### src/rtl/data_mem_ctrl.sv
// ---------------------------------------------------------------------------
// data_mem_ctrl
//
// Byte-addressable, big-endian data memory that sits between the ALU address
// output and the write-back data-bus select. Accesses use a Req/Ready
// handshake with a fixed number of wait states. Operands are captured when
// the request is accepted, so upstream may change them while the access runs.
//
// Optional feature macro: DMEM_ERR_CHECK_EN
//   defined   : misaligned (DAddr[1:0]!=0) or out-of-range (DAddr>DEPTH-4)
//               accesses fault. AddrErr=1 with Ready, no write, DataOut=0.
//   undefined : DAddr[1:0] ignored, word index wraps modulo DEPTH/4,
//               AddrErr is always 0.
//
// Parameters
//   DEPTH        memory size in bytes (power of two, multiple of 4)
//   WAIT_CYCLES  wait states between acceptance and response (0..15)
//
// Ports
//   CLK      in   clock, all state changes on the rising edge
//   Reset    in   synchronous active-high reset (memory array not cleared)
//   Req      in   access request, sampled only in IDLE
//   mRD      in   read enable, sampled with Req
//   mWR      in   write enable, sampled with Req
//   DAddr    in   byte address, sampled with Req
//   DataIn   in   write data, sampled with Req
//   Ready    out  one-cycle completion pulse
//   DataOut  out  read data, held until the next completed read
//   AddrErr  out  address fault flag, valid only while Ready=1
//   Busy     out  high while an access is in progress (WAIT or RESP)
// ---------------------------------------------------------------------------
module data_mem_ctrl #(
   parameter int unsigned DEPTH       = 128,
   parameter int unsigned WAIT_CYCLES = 2
) (
   input  logic        CLK,
   input  logic        Reset,
   input  logic        Req,
   input  logic        mRD,
   input  logic        mWR,
   input  logic [31:0] DAddr,
   input  logic [31:0] DataIn,
   output logic        Ready,
   output logic [31:0] DataOut,
   output logic        AddrErr,
   output logic        Busy
);

   localparam int unsigned AW = $clog2(DEPTH);
   // First value of the wait counter; unused when there are no wait states.
   localparam logic [3:0] CNT_LOAD = (WAIT_CYCLES > 0) ? 4'(WAIT_CYCLES - 1) : 4'd0;

   typedef enum logic [1:0] {
      S_IDLE,
      S_WAIT,
      S_RESP
   } state_t;

   state_t        state;
   state_t        state_nxt;
   logic [3:0]    cnt;

   // Operands captured at acceptance
   logic          rd_q;
   logic          wr_q;
   logic [31:0]   addr_q;
   logic [31:0]   wdata_q;

   // Operands used by the commit: live inputs when committing straight out
   // of IDLE (no wait states), captured copies otherwise.
   logic          op_rd;
   logic          op_wr;
   logic [31:0]   op_addr;
   logic [31:0]   op_data;

   logic [AW-3:0] widx;
   logic          accept;
   logic          commit;
   logic          fault;
   logic          err_q;

   logic [7:0]    mem [DEPTH];

   assign accept = (state == S_IDLE) && Req;

   // ---------------------------------------------------------------------
   // FSM: state register
   // ---------------------------------------------------------------------
   always_ff @(posedge CLK) begin
      if (Reset) begin
         state <= S_IDLE;
      end else begin
         state <= state_nxt;
      end
   end

   // ---------------------------------------------------------------------
   // FSM: next-state logic
   // ---------------------------------------------------------------------
   always_comb begin
      state_nxt = state;
      unique case (state)
         S_IDLE: begin
            if (Req) begin
               state_nxt = (WAIT_CYCLES > 0) ? S_WAIT : S_RESP;
            end
         end
         S_WAIT: begin
            if (cnt == 4'd0) begin
               state_nxt = S_RESP;
            end
         end
         S_RESP: begin
            state_nxt = S_IDLE;
         end
         default: begin
            state_nxt = S_IDLE;
         end
      endcase
   end

   // ---------------------------------------------------------------------
   // FSM: outputs
   // ---------------------------------------------------------------------
   always_comb begin
      Ready   = 1'b0;
      Busy    = 1'b0;
      AddrErr = 1'b0;
      unique case (state)
         S_IDLE: begin
         end
         S_WAIT: begin
            Busy = 1'b1;
         end
         S_RESP: begin
            Ready   = 1'b1;
            Busy    = 1'b1;
            AddrErr = err_q;
         end
         default: begin
         end
      endcase
   end

   // ---------------------------------------------------------------------
   // Wait-state counter: loaded on entry to WAIT, counts down to zero
   // ---------------------------------------------------------------------
   always_ff @(posedge CLK) begin
      if (Reset) begin
         cnt <= '0;
      end else if (accept) begin
         cnt <= CNT_LOAD;
      end else if ((state == S_WAIT) && (cnt != 4'd0)) begin
         cnt <= cnt - 4'd1;
      end
   end

   // ---------------------------------------------------------------------
   // Operand capture
   // ---------------------------------------------------------------------
   always_ff @(posedge CLK) begin
      if (Reset) begin
         rd_q    <= 1'b0;
         wr_q    <= 1'b0;
         addr_q  <= '0;
         wdata_q <= '0;
      end else if (accept) begin
         rd_q    <= mRD;
         wr_q    <= mWR;
         addr_q  <= DAddr;
         wdata_q <= DataIn;
      end
   end

   always_comb begin
      if (state == S_IDLE) begin
         op_rd   = mRD;
         op_wr   = mWR;
         op_addr = DAddr;
         op_data = DataIn;
      end else begin
         op_rd   = rd_q;
         op_wr   = wr_q;
         op_addr = addr_q;
         op_data = wdata_q;
      end
   end

   // The commit edge is the one that enters RESP; Reset on that edge wins.
   assign commit = (state_nxt == S_RESP) && !Reset;
   assign widx   = op_addr[AW-1:2];

`ifdef DMEM_ERR_CHECK_EN
   assign fault = (op_rd || op_wr) &&
                  ((op_addr[1:0] != 2'b00) || (op_addr > 32'(DEPTH - 4)));
`else
   // Byte offset and bits above the array are don't-care: the index wraps.
   logic addr_unused;
   assign addr_unused = ^{op_addr[31:AW], op_addr[1:0]};
   assign fault       = 1'b0;
`endif

   // ---------------------------------------------------------------------
   // Memory array (not reset, contents survive Reset)
   // ---------------------------------------------------------------------
   always_ff @(posedge CLK) begin
      if (commit && op_wr && !fault) begin
         mem[{widx, 2'd0}] <= op_data[31:24];
         mem[{widx, 2'd1}] <= op_data[23:16];
         mem[{widx, 2'd2}] <= op_data[15:8];
         mem[{widx, 2'd3}] <= op_data[7:0];
      end
   end

   // ---------------------------------------------------------------------
   // Read data and error flag, updated on the commit edge
   // ---------------------------------------------------------------------
   always_ff @(posedge CLK) begin
      if (Reset) begin
         DataOut <= '0;
         err_q   <= 1'b0;
      end else if (commit) begin
         err_q <= fault;
         if (fault) begin
            DataOut <= '0;
         end else if (op_rd) begin
            // Read together with write returns the word being written.
            DataOut <= op_wr ? op_data
                             : {mem[{widx, 2'd0}], mem[{widx, 2'd1}],
                                mem[{widx, 2'd2}], mem[{widx, 2'd3}]};
         end
      end
   end

endmodule

### config.mk
export PLATFORM = sky130hd
export DESIGN_NAME = data_mem_ctrl
export DESIGN_NICKNAME = d
export VERILOG_FILES = /design/src/rtl/data_mem_ctrl.sv
export SDC_FILE = /design/constraint.sdc
export NUM_CORES = 1
export LEC_CHECK = 0
export ABC_AREA = 0
export CAP_MARGIN = 0
export CORE_MARGIN = 3
export CORE_UTILIZATION = 32
export DETAILED_ROUTE_END_ITERATION = 8
export PLACE_DENSITY = 0.48
export SLEW_MARGIN = 20
export SYNTH_ARGS = -nofsm -noshare
export SYNTH_HDL_FRONTEND = slang
export SYNTH_SLANG_ARGS = --single-unit
### constraint.sdc
create_clock -name CLK -period 17.48 [get_ports CLK]
set_input_delay 4.37 -clock CLK [delete_from_list [all_inputs] [get_ports CLK]]
set_output_delay 4.37 -clock CLK [all_outputs]
set_load 0.05 [all_outputs]
==> out/results.tsv, run 1 <==
metric	value	unit
status	complete, no violations	
Chip Height	371	µm
vias	24300	
Synthesized Nets	2618	
DRT antenna net count	0	
pin count of the biggest net entering global routing	67	
crit share post-route	47.4	%
post_cts resized	0	
leak pwr	15.9	nW
Post-synth top cells	1024 x edfxtp_1, 232 x mux2i_1, 155 x a22oi_1, 144 x o22ai_1, 132 x a21boi_0	
endpoints failing setup	0	
I/O Pins	104	
grt total ovfl	0	
Starting Density	32.3	%
# rows	133	
Area Growth Syn to Fin	16.5	%
buffers added on ports	75	
DRC Markers	0	
share of post-route cells with drive strength above 1	13.8	%
slew margin rel.	32.3	%
Worst Hold Depth	2	
most frequent cell after synthesis	edfxtp_1	
CP required	18.02	ns
hold buffers post-CTS	0	
final-report hold violation count	0	
initial drt markers	2174	
Vias/cell	5.39	
Post-Synthesis Cells	2545	
Period minus WS final	8.29	ns
path depth of the worst reg2reg path	11	
Final Max Slew Viols	0	
cell taking the most area after synthesis	edfxtp_1	
die area	138000	µm²
vias in the first global route	24900	
Layout fillers	12200	
Max-Cap Viols	0	
Crit Path Category	input pin to flop	
H-Tree Depth	3	
setup TNS	0	ns
RSZ-0062 raised after global routing	no	
worst-skew pair later-pin latency	0.69	ns
post-synthesis sequential element count	1101	
CP Max Fanout	45	
sequential area share after synthesis	75.7	%
routability cong.	0.770	
Die Span X	371	µm
crit path buf inv count	5	
initial antenna violation count	10	
overall power	6.11	mW
Core Util, Final	37.7	%
crit path max-delay cell type	a2111oi_0	
RR Startpoint	state[0]	
Placed Instances	4281	
Peak supply drop	0.0853	mV
HPWL Detailed	69500	µm
clock root cell	clkbuf_16	
EDFF count, synth	1024	
postcts setup bufs	0	
fin cells	4502	
first-pass GRT wire length	180000	µm
clock sinks	1101	
Worst R2R End	DataOut[12]	
synthesized area	42700	µm²
most used flip-flop cell after synthesis	edfxtp_1	
Max clock buf depth	3	
fin nets	2715	
Clock Pin Slew Worst Setup and Hold Paths	0.06	ns
CP Capture Type	flop	
core box area	132000	µm²
slowest stage delay, CP	0.87	ns
Num CTS Buffers	114	
crit path DAT	8.83	ns
top cell type's share of synthesized area	72.1	%
CP Capture Point	DataOut[31]	
Avg WL per Cell	28.3	µm
clock skew	0.0258	ns
syn avg cell area	16.8	µm²
Worst path most repeated cell	buf_4	
gr usage total	18.3	%
flop2flop setup slack	12.04	ns
CP cell instances	clkdlybuf4s50_1 > nand3b_2 > buf_4 > buf_4 > nand2_2 > buf_4 > buf_4 > a2111oi_0 > o21ai_0 > nor4_1 > o21ai_1	
post-route cell area	49700	µm²
Pwr Density	123	nW/µm²
CTS tree	yes	
worst slew pin tran	1.02	ns
CP startpoint	DAddr[3]	
achievable frequency	121	MHz
Synth Warn #	0	
Hold Crit Class	flop to flop	
wirelength, routed	127000	µm
Post-synth ARST share	0	%
startpoint types	input pin	
placement-stage cell area	45800	µm²
drt pass-1 iters	5	
Distinct cells, synth	62	
top post-synthesis cells by area	edfxtp_1 72%, mux2i_1 5.4%, dfxtp_1 3.6%	
Crit path max-delay family	buffers and inverters	
Crit path depth	11	
==> routing by layer <==
metal / up-vias / wire (µm) / GRT usage, %
li1: 10600 / - / -
met1: 12600 / 52800 / 23.4
met2: 834 / 60400 / 30.1
met3: 257 / 8610 / 3.83
met4: 8 / 5470 / 7.66
met5: - / 40 / 0
==> worst register-to-register path, stage by stage, from the launching register on <==
cell and delay [ns]:
dfxtp_1 0.33, inv_1 0.13, ha_4 0.14, buf_4 0.69, mux2i_4 0.75, buf_4 0.79
buf_4 0.82, mux2i_1 0.36, o22ai_1 0.11, or4_1 0.71, nor4_1 0.38, o21ai_1 0.09
==> how the worst min path moves through the flow <==
stage | start | endpoint | slack, ns
floorplan | rd_q | rd_q | 0.43
global placement | wdata_q[12] | wdata_q[12] | 0.44
detailed placement | wdata_q[15] | wdata_q[15] | 0.45
CTS | wdata_q[22] | wdata_q[22] | 0.45
global route | wdata_q[2] | wdata_q[2] | 0.47
finish | wdata_q[23] | wdata_q[23] | 0.45
==> final cells by class <==
type	instances	area, µm²	area share (%)
flip-flops and latches	1101	32300	65.0
multi-input cells	1257	9970	20.1
clock buffers	136	3020	6.08
well taps	1755	2200	4.42
repair buffers	160	1380	2.78
clock inverters	80	797	1.60
inverters	8	30.0	0.0604
diodes	5	12.5	0.0252
==> flip-flops by register name, summed over array words and instances, names as in the netlist <==
| name | count |
|---|---|
| mem | 1024 |
| rd_q | 1 |
| state | 2 |
| wr_q | 1 |
| DataOut | 32 |
| addr_q | 5 |
| wdata_q | 32 |
| cnt | 4 |
==> placed cells by master, fill, tap and decap left out, types with 26 or more instances in the layout <==
cell / instances
o21ai_1: 30
clkdlybuf4s50_1: 74
nand2_1: 89
o21a_1: 67
a22oi_1: 155
edfxtp_1: 1024
a2111oi_0: 66
mux2_2: 33
clkbuf_16: 117
nor4_1: 31
a21oi_1: 106
or4_1: 28
clkinv_1: 26
mux2i_1: 231
o22ai_1: 144
clkinv_2: 27
a21boi_0: 132
buf_4: 85
dfxtp_1: 77
nor4_2: 28
==> cell families after synthesis <==
group / share of synthesized area (%)
DFF: 75.7
AOI/OAI and AO/OA: 11.8
muxes: 7.05
and+or+nand+nor: 3.13
buffers and inverters: 2.12
adders and majority gates: 0.117
xor gates and xnor gates: 0.0616
other: 0.00879
==> through the flow <==
step           setup slack (ns)  hold slack (ns)
2_1_floorplan              8.14            0.434
3_3_place_gp               8.58            0.440
3_5_place_dp               8.52            0.446
4_1_cts                    9.27            0.455
5_1_grt                    8.99            0.471
6_report                   9.19            0.452
==> power by group <==
part,switching (mW),internal (mW),leakage (nW),total [mW]
Sequential,0.0111,2.97,9.89,2.99
Clock,1.01,1.44,1.87,2.44
Combinational,0.489,0.190,4.12,0.678
Total,1.51,4.60,15.9,6.11
(Power assumes the default switching activity.)
==> inputs of run 2 (changes only) <==
--- a/config.mk
+++ b/config.mk
@@ -10,7 +10,7 @@
 export CORE_MARGIN = 3
 export CORE_UTILIZATION = 32
 export DETAILED_ROUTE_END_ITERATION = 8
-export PLACE_DENSITY = 0.48
+export PLACE_DENSITY = 0.49
 export SLEW_MARGIN = 20
 export SYNTH_ARGS = -nofsm -noshare
 export SYNTH_HDL_FRONTEND = slang
==> constraint.sdc (replaced) <==
create_clock -name CLK -period 6.9 [get_ports CLK]
set_input_delay 1.725 -clock CLK [delete_from_list [all_inputs] [get_ports CLK]]
set_output_delay 1.725 -clock CLK [all_outputs]
set_load 0.05 [all_outputs]
==> run 2 against run 1 <==
Net effect:
- total power rose to 2.5 times the previous value
- combinational power increased to 2.6 times the previous value
- critical path depth is 4 lower
- non-clock buffer count is 3 higher
- clock skew increased by 0.0019 ns
- sequential power increased to 2.5 times the previous value
- largest cell class unchanged
- largest power group unchanged
==> out/results.tsv, run 2 (synthesized netlist as in run 1, its figures left out) <==
metric	value	unit	change
gr usage total	18.2	%	was 18.3%
Num CTS Buffers	115		was 114
DRC Markers	0		unchanged
RR Startpoint	state[1]		was state[0]
Max clock buf depth	3		unchanged
crit path DAT	5.29	ns	was 8.83 ns
grt total ovfl	0		unchanged
Crit Path Category	input pin to flop		unchanged
fin nets	2719		was 2715
Final Max Slew Viols	0		unchanged
Starting Density	32.3	%	unchanged
Avg WL per Cell	28.2	µm	was 28.3 µm
flop2flop setup slack	1.99	ns	was 12.04 ns
Clock Pin Slew Worst Setup and Hold Paths	0.06	ns	about the same
share of post-route cells with drive strength above 1	13.5	%	was 13.8%
CTS tree	yes		unchanged
core box area	132000	µm²	unchanged
post-route cell area	49800	µm²	was 49700 µm²
die area	138000	µm²	unchanged
routability cong.	0.773		was 0.770
drt pass-1 iters	5		unchanged
H-Tree Depth	3		unchanged
post_cts resized	0		unchanged
vias in the first global route	24700		was 24900
initial antenna violation count	5		was 10
CP Capture Type	flop		unchanged
vias	24300		about the same
postcts setup bufs	0		unchanged
DRT antenna net count	0		unchanged
crit share post-route	72.3	%	
Pwr Density	310	nW/µm²	was 123 nW/µm²
min-delay src	wdata_q[8]		was wdata_q[23]
Peak supply drop	0.202	mV	was 0.0853 mV
path depth of the worst reg2reg path	9		was 11
worst slew pin tran	1.08	ns	was 1.02 ns
Largest Register	mem		unchanged
Hold Crit Class	flop to flop		unchanged
HPWL Detailed	69500	µm	about the same
Regs by FF count	mem: 1024 flops, DataOut: 32 flops, wdata_q: 32 flops		unchanged
clock sinks	1101		unchanged
Worst R2R End	mem[28][13]		was DataOut[12]
placement-stage cell area	46000	µm²	was 45800 µm²
slew margin rel.	27.1	%	was 32.3%
Max-Cap Viols	0		unchanged
startpoint types	input pin		unchanged
initial drt markers	2365		was 2174
hold buffers post-CTS	0		unchanged
CP Max Fanout	32		was 45
Die Span X	371	µm	unchanged
clock root cell	clkbuf_16		unchanged
endpoints failing setup	0		unchanged
RSZ-0062 raised after global routing	no		unchanged
# rows	133		unchanged
first-pass GRT wire length	179000	µm	was 180000 µm
Area Growth Syn to Fin	16.6	%	was 16.5%
wirelength, routed	127000	µm	about the same
Period minus WS final	4.99	ns	
most common library cell in the layout ignoring fill and taps	edfxtp_1		unchanged
pin count of the biggest net entering global routing	122		was 67
Worst Hold Depth	2		unchanged
worst-skew pair later-pin latency	0.69	ns	about the same
final-report hold violation count	0		unchanged
leak pwr	15.9	nW	about the same
max reg flops	1024		unchanged
CP required	7.20	ns	was 18.02 ns
I/O Pins	104		unchanged
buffers added on ports	75		unchanged
Vias/cell	5.39		about the same
Chip Height	371	µm	unchanged
commonest cells after routing, fill and taps aside	1024 x edfxtp_1, 231 x mux2i_1, 155 x a22oi_1, 144 x o22ai_1, 132 x a21boi_0		unchanged
clock skew	0.0277	ns	was 0.0258 ns
Worst Hold Path EP	wdata_q[8]		was wdata_q[23]
Final WS setup	1.91	ns	was 9.19 ns
achievable frequency	200	MHz	
setup TNS	0	ns	unchanged
Post-Place Setup Slack	1.21	ns	was 8.52 ns
status	complete, no violations		unchanged
## run 2: power breakdown
part | leakage, nW | switching (mW) | internal, mW | total (mW)
clock | 1.84 | 2.51 | 3.64 | 6.15
sequential | 9.89 | 0.0268 | 7.54 | 7.56
combinational | 4.16 | 1.25 | 0.488 | 1.74
total | 15.9 | 3.79 | 11.7 | 15.5
## run 2: routing by layer
metal	part of all wire, %	global-route usage, %
met2	49	30.8
met5	0.31	0.997
met4	2.8	5.72
met3	6.4	3.57
met1	41	23.3
## run 2: per-stage QoR
stage	power (mW)	util, %	hold slack, ns	instances
finish	15.5	37.7	0.451	4498
global route	16.0	37.7	0.469	4496
CTS	15.6	37.7	0.453	4496
detailed placement	9.44	34.8	0.444	4284
global placement	9.40	34.8	0.440	4283
floorplan	8.73	-	0.434	2545
## run 2: critical path, stage by stage
cell and delay (ns):
clkdlybuf4s50_1 0.49, and3b_1 0.25, o221ai_1 0.25, or3_2 0.95
buf_4 0.37, nor4_2 0.60, buf_4 0.59
## run 2: how the worst max path moves through the flow
stage | startpoint | endpoint
after floorplan | Reset | mem[12][0]
after global placement | Req | mem[28][16]
after detailed placement | Req | mem[28][19]
after CTS | Req | mem[28][13]
after global routing | state[1] | mem[28][13]
final | Req | mem[28][13]
## run 2: area by class of cell
type                            count  area [µm²]
Fill cell                       12100       82200
Timing Repair Buffer              163        1580
Antenna cell                        2        5.00
Multi-Input combinational cell   1257        9900
Inverter                            8        30.0
Tap cell                         1755        2200
Sequential cell                  1101       32300
Clock buffer                      152        3150
Clock inverter                     60         622
==> inputs of run 3 (changes only) <==
==> constraint.sdc (replaced) <==
create_clock -name CLK -period 4.1 [get_ports CLK]
set_input_delay 1.025 -clock CLK [delete_from_list [all_inputs] [get_ports CLK]]
set_output_delay 1.025 -clock CLK [all_outputs]
set_load 0.05 [all_outputs]
==> run 3 against run 2 <==
Net effect:
- clock power is 67% higher
- combinational power is 79% higher
- non-clock buffer count is 61 higher
- hold slack about the same
- first-iteration DRC count down 6.5%
- via count rose by 0.39%
- critical endpoint is now DataOut[7]
- largest power group unchanged
- highest routed layer unchanged
==> out/results.tsv, run 3 (synthesized netlist as in run 1, its figures left out) <==
metric	value	unit	change
status	complete, no violations		unchanged
switch share	24.6	%	was 24.5%
Hold Worst Slack	0.451	ns	about the same
CP Capture Type	flop		unchanged
leak pwr	16.5	nW	was 15.9 nW
Period minus WS final	3.58	ns	
Largest Register	mem		unchanged
gr usage total	18.3	%	was 18.2%
startpoint types	flop		was input pin
setup TNS	0	ns	unchanged
post_cts resized	0		unchanged
DRC Markers	0		unchanged
Psw	6.42	mW	was 3.79 mW
Placed Instances	4345		was 4284
Chip Height	371	µm	unchanged
H-Tree Depth	3		unchanged
clock sinks	1101		unchanged
CTS tree	yes		unchanged
Final Max Slew Viols	0		unchanged
Logic pwr share	11.9	%	was 11.2%
most common library cell in the layout ignoring fill and taps	edfxtp_1		unchanged
# rows	133		unchanged
routability cong.	0.776		was 0.773
drt pass-1 iters	5		unchanged
HPWL Detailed	72600	µm	was 69500 µm
max reg flops	1024		unchanged
grt total ovfl	0		unchanged
Num CTS Buffers	114		was 115
commonest cells after routing, fill and taps aside	1024 x edfxtp_1, 231 x mux2i_1, 155 x a22oi_1, 144 x o22ai_1, 132 x a21boi_0		unchanged
Avg WL per Cell	27.9	µm	was 28.2 µm
Max-Cap Viols	0		unchanged
Peak supply drop	0.306	mV	was 0.202 mV
Area Growth Syn to Fin	19.7	%	was 16.6%
Crit Path Category	flop to flop		was input pin to flop
endpoints failing setup	0		unchanged
initial drt markers	2211		was 2365
Regs by FF count	mem: 1024 flops, DataOut: 32 flops, wdata_q: 32 flops		unchanged
hold buffers post-CTS	0		unchanged
Clock Pin Slew Worst Setup and Hold Paths	0.06	ns	about the same
RSZ-0062 raised after global routing	no		unchanged
clock skew	0.0364	ns	was 0.0277 ns
CP Max Fanout	31		was 32
slew margin rel.	29.7	%	was 27.1%
core box area	132000	µm²	unchanged
Hold Crit Class	flop to flop		unchanged
clock network fraction of total power	39.3	%	was 39.8%
worst-skew pair later-pin latency	0.70	ns	was 0.69 ns
buffers added on ports	75		unchanged
Die Span X	371	µm	unchanged
initial antenna violation count	8		was 5
DRT antenna net count	0		unchanged
pin count of the biggest net entering global routing	63		was 122
overall power	26.1	mW	was 15.5 mW
wirelength, routed	127000	µm	about the same
crit path DAT	4.13	ns	was 5.29 ns
I/O Pins	104		unchanged
CP required	4.65	ns	was 7.20 ns
Vias/cell	5.34		was 5.39
fin cells	4563		was 4498
Pwr Density	511	nW/µm²	was 310 nW/µm²
die area	138000	µm²	unchanged
postcts setup bufs	0		unchanged
fin nets	2779		was 2719
crit share post-route	87.3	%	
achievable frequency	279	MHz	
vias	24400		was 24300
flop2flop setup slack	0.52	ns	was 1.99 ns
Max clock buf depth	3		unchanged
worst slew pin tran	1.05	ns	was 1.08 ns
clock root cell	clkbuf_16		unchanged
Layout fillers	12000		was 12100
vias in the first global route	24900		was 24700
final-report hold violation count	0		unchanged
first-pass GRT wire length	181000	µm	was 179000 µm
Sequential Power Share	48.8	%	was 48.9%
Starting Density	32.3	%	unchanged
share of post-route cells with drive strength above 1	15.4	%	was 13.5%
P_int	19.7	mW	was 11.7 mW
[run 3: worst max-delay path: stages (launching register included)]
cell     delay [ns]
dfxtp_1        0.33
inv_1          0.12
ha_4           0.43
mux2i_4        0.43
buf_12         0.27
buf_4          0.23
mux4_2         0.55
a22o_1         0.29
nor4_1         0.47
buf_4          0.21
a22oi_1        0.06
[run 3: final timing paths]
path               from          to  cells after the start
min          wdata_q[4]  wdata_q[4]                      2
min reg2reg  wdata_q[4]  wdata_q[4]                      2
max            state[0]  DataOut[7]                     10
max reg2reg    state[0]  DataOut[7]                     10
[run 3: layout make-up]
cell class	count	area, µm²	share of cell area, %
Sequential cell	1101	32300	63.2
Multi-Input combinational cell	1257	10200	19.9
Clock buffer	171	3330	6.52
Timing Repair Buffer	224	2620	5.12
Tap cell	1755	2200	4.30
Clock inverter	44	430	0.842
Inverter	8	30.0	0.0588
Antenna cell	3	7.51	0.0147
[run 3: routing by layer]
layer  global-route usage, %  wire, µm  up-vias
li1                        -         -    10700
met1                    23.2     52500    12700
met2                    31.9     64300      733
met3                    3.49      7640      180
met4                    4.86      2730        4
met5                       0        21        -
[run 3: power by group through the flow]
stage | registers (mW) | logic [mW] | clock network (mW)
floorplan | 13.0 | 1.73 | 0
global placement | 13.0 | 3.06 | 0
detailed placement | 13.0 | 3.12 | 0
CTS | 12.7 | 3.13 | 10.5
global route | 12.7 | 3.32 | 10.9
finish | 12.7 | 3.11 | 10.3
[run 3: per-stage QoR]
stage	area (µm²)	util [%]	worst slack [ns]
final	51100	38.7	0.520
after detailed placement	47300	35.9	-0.101
after global placement	47300	35.8	-0.0258
after CTS	51100	38.7	0.499
after floorplan	42900	-	-0.672
after global routing	51100	38.7	0.355
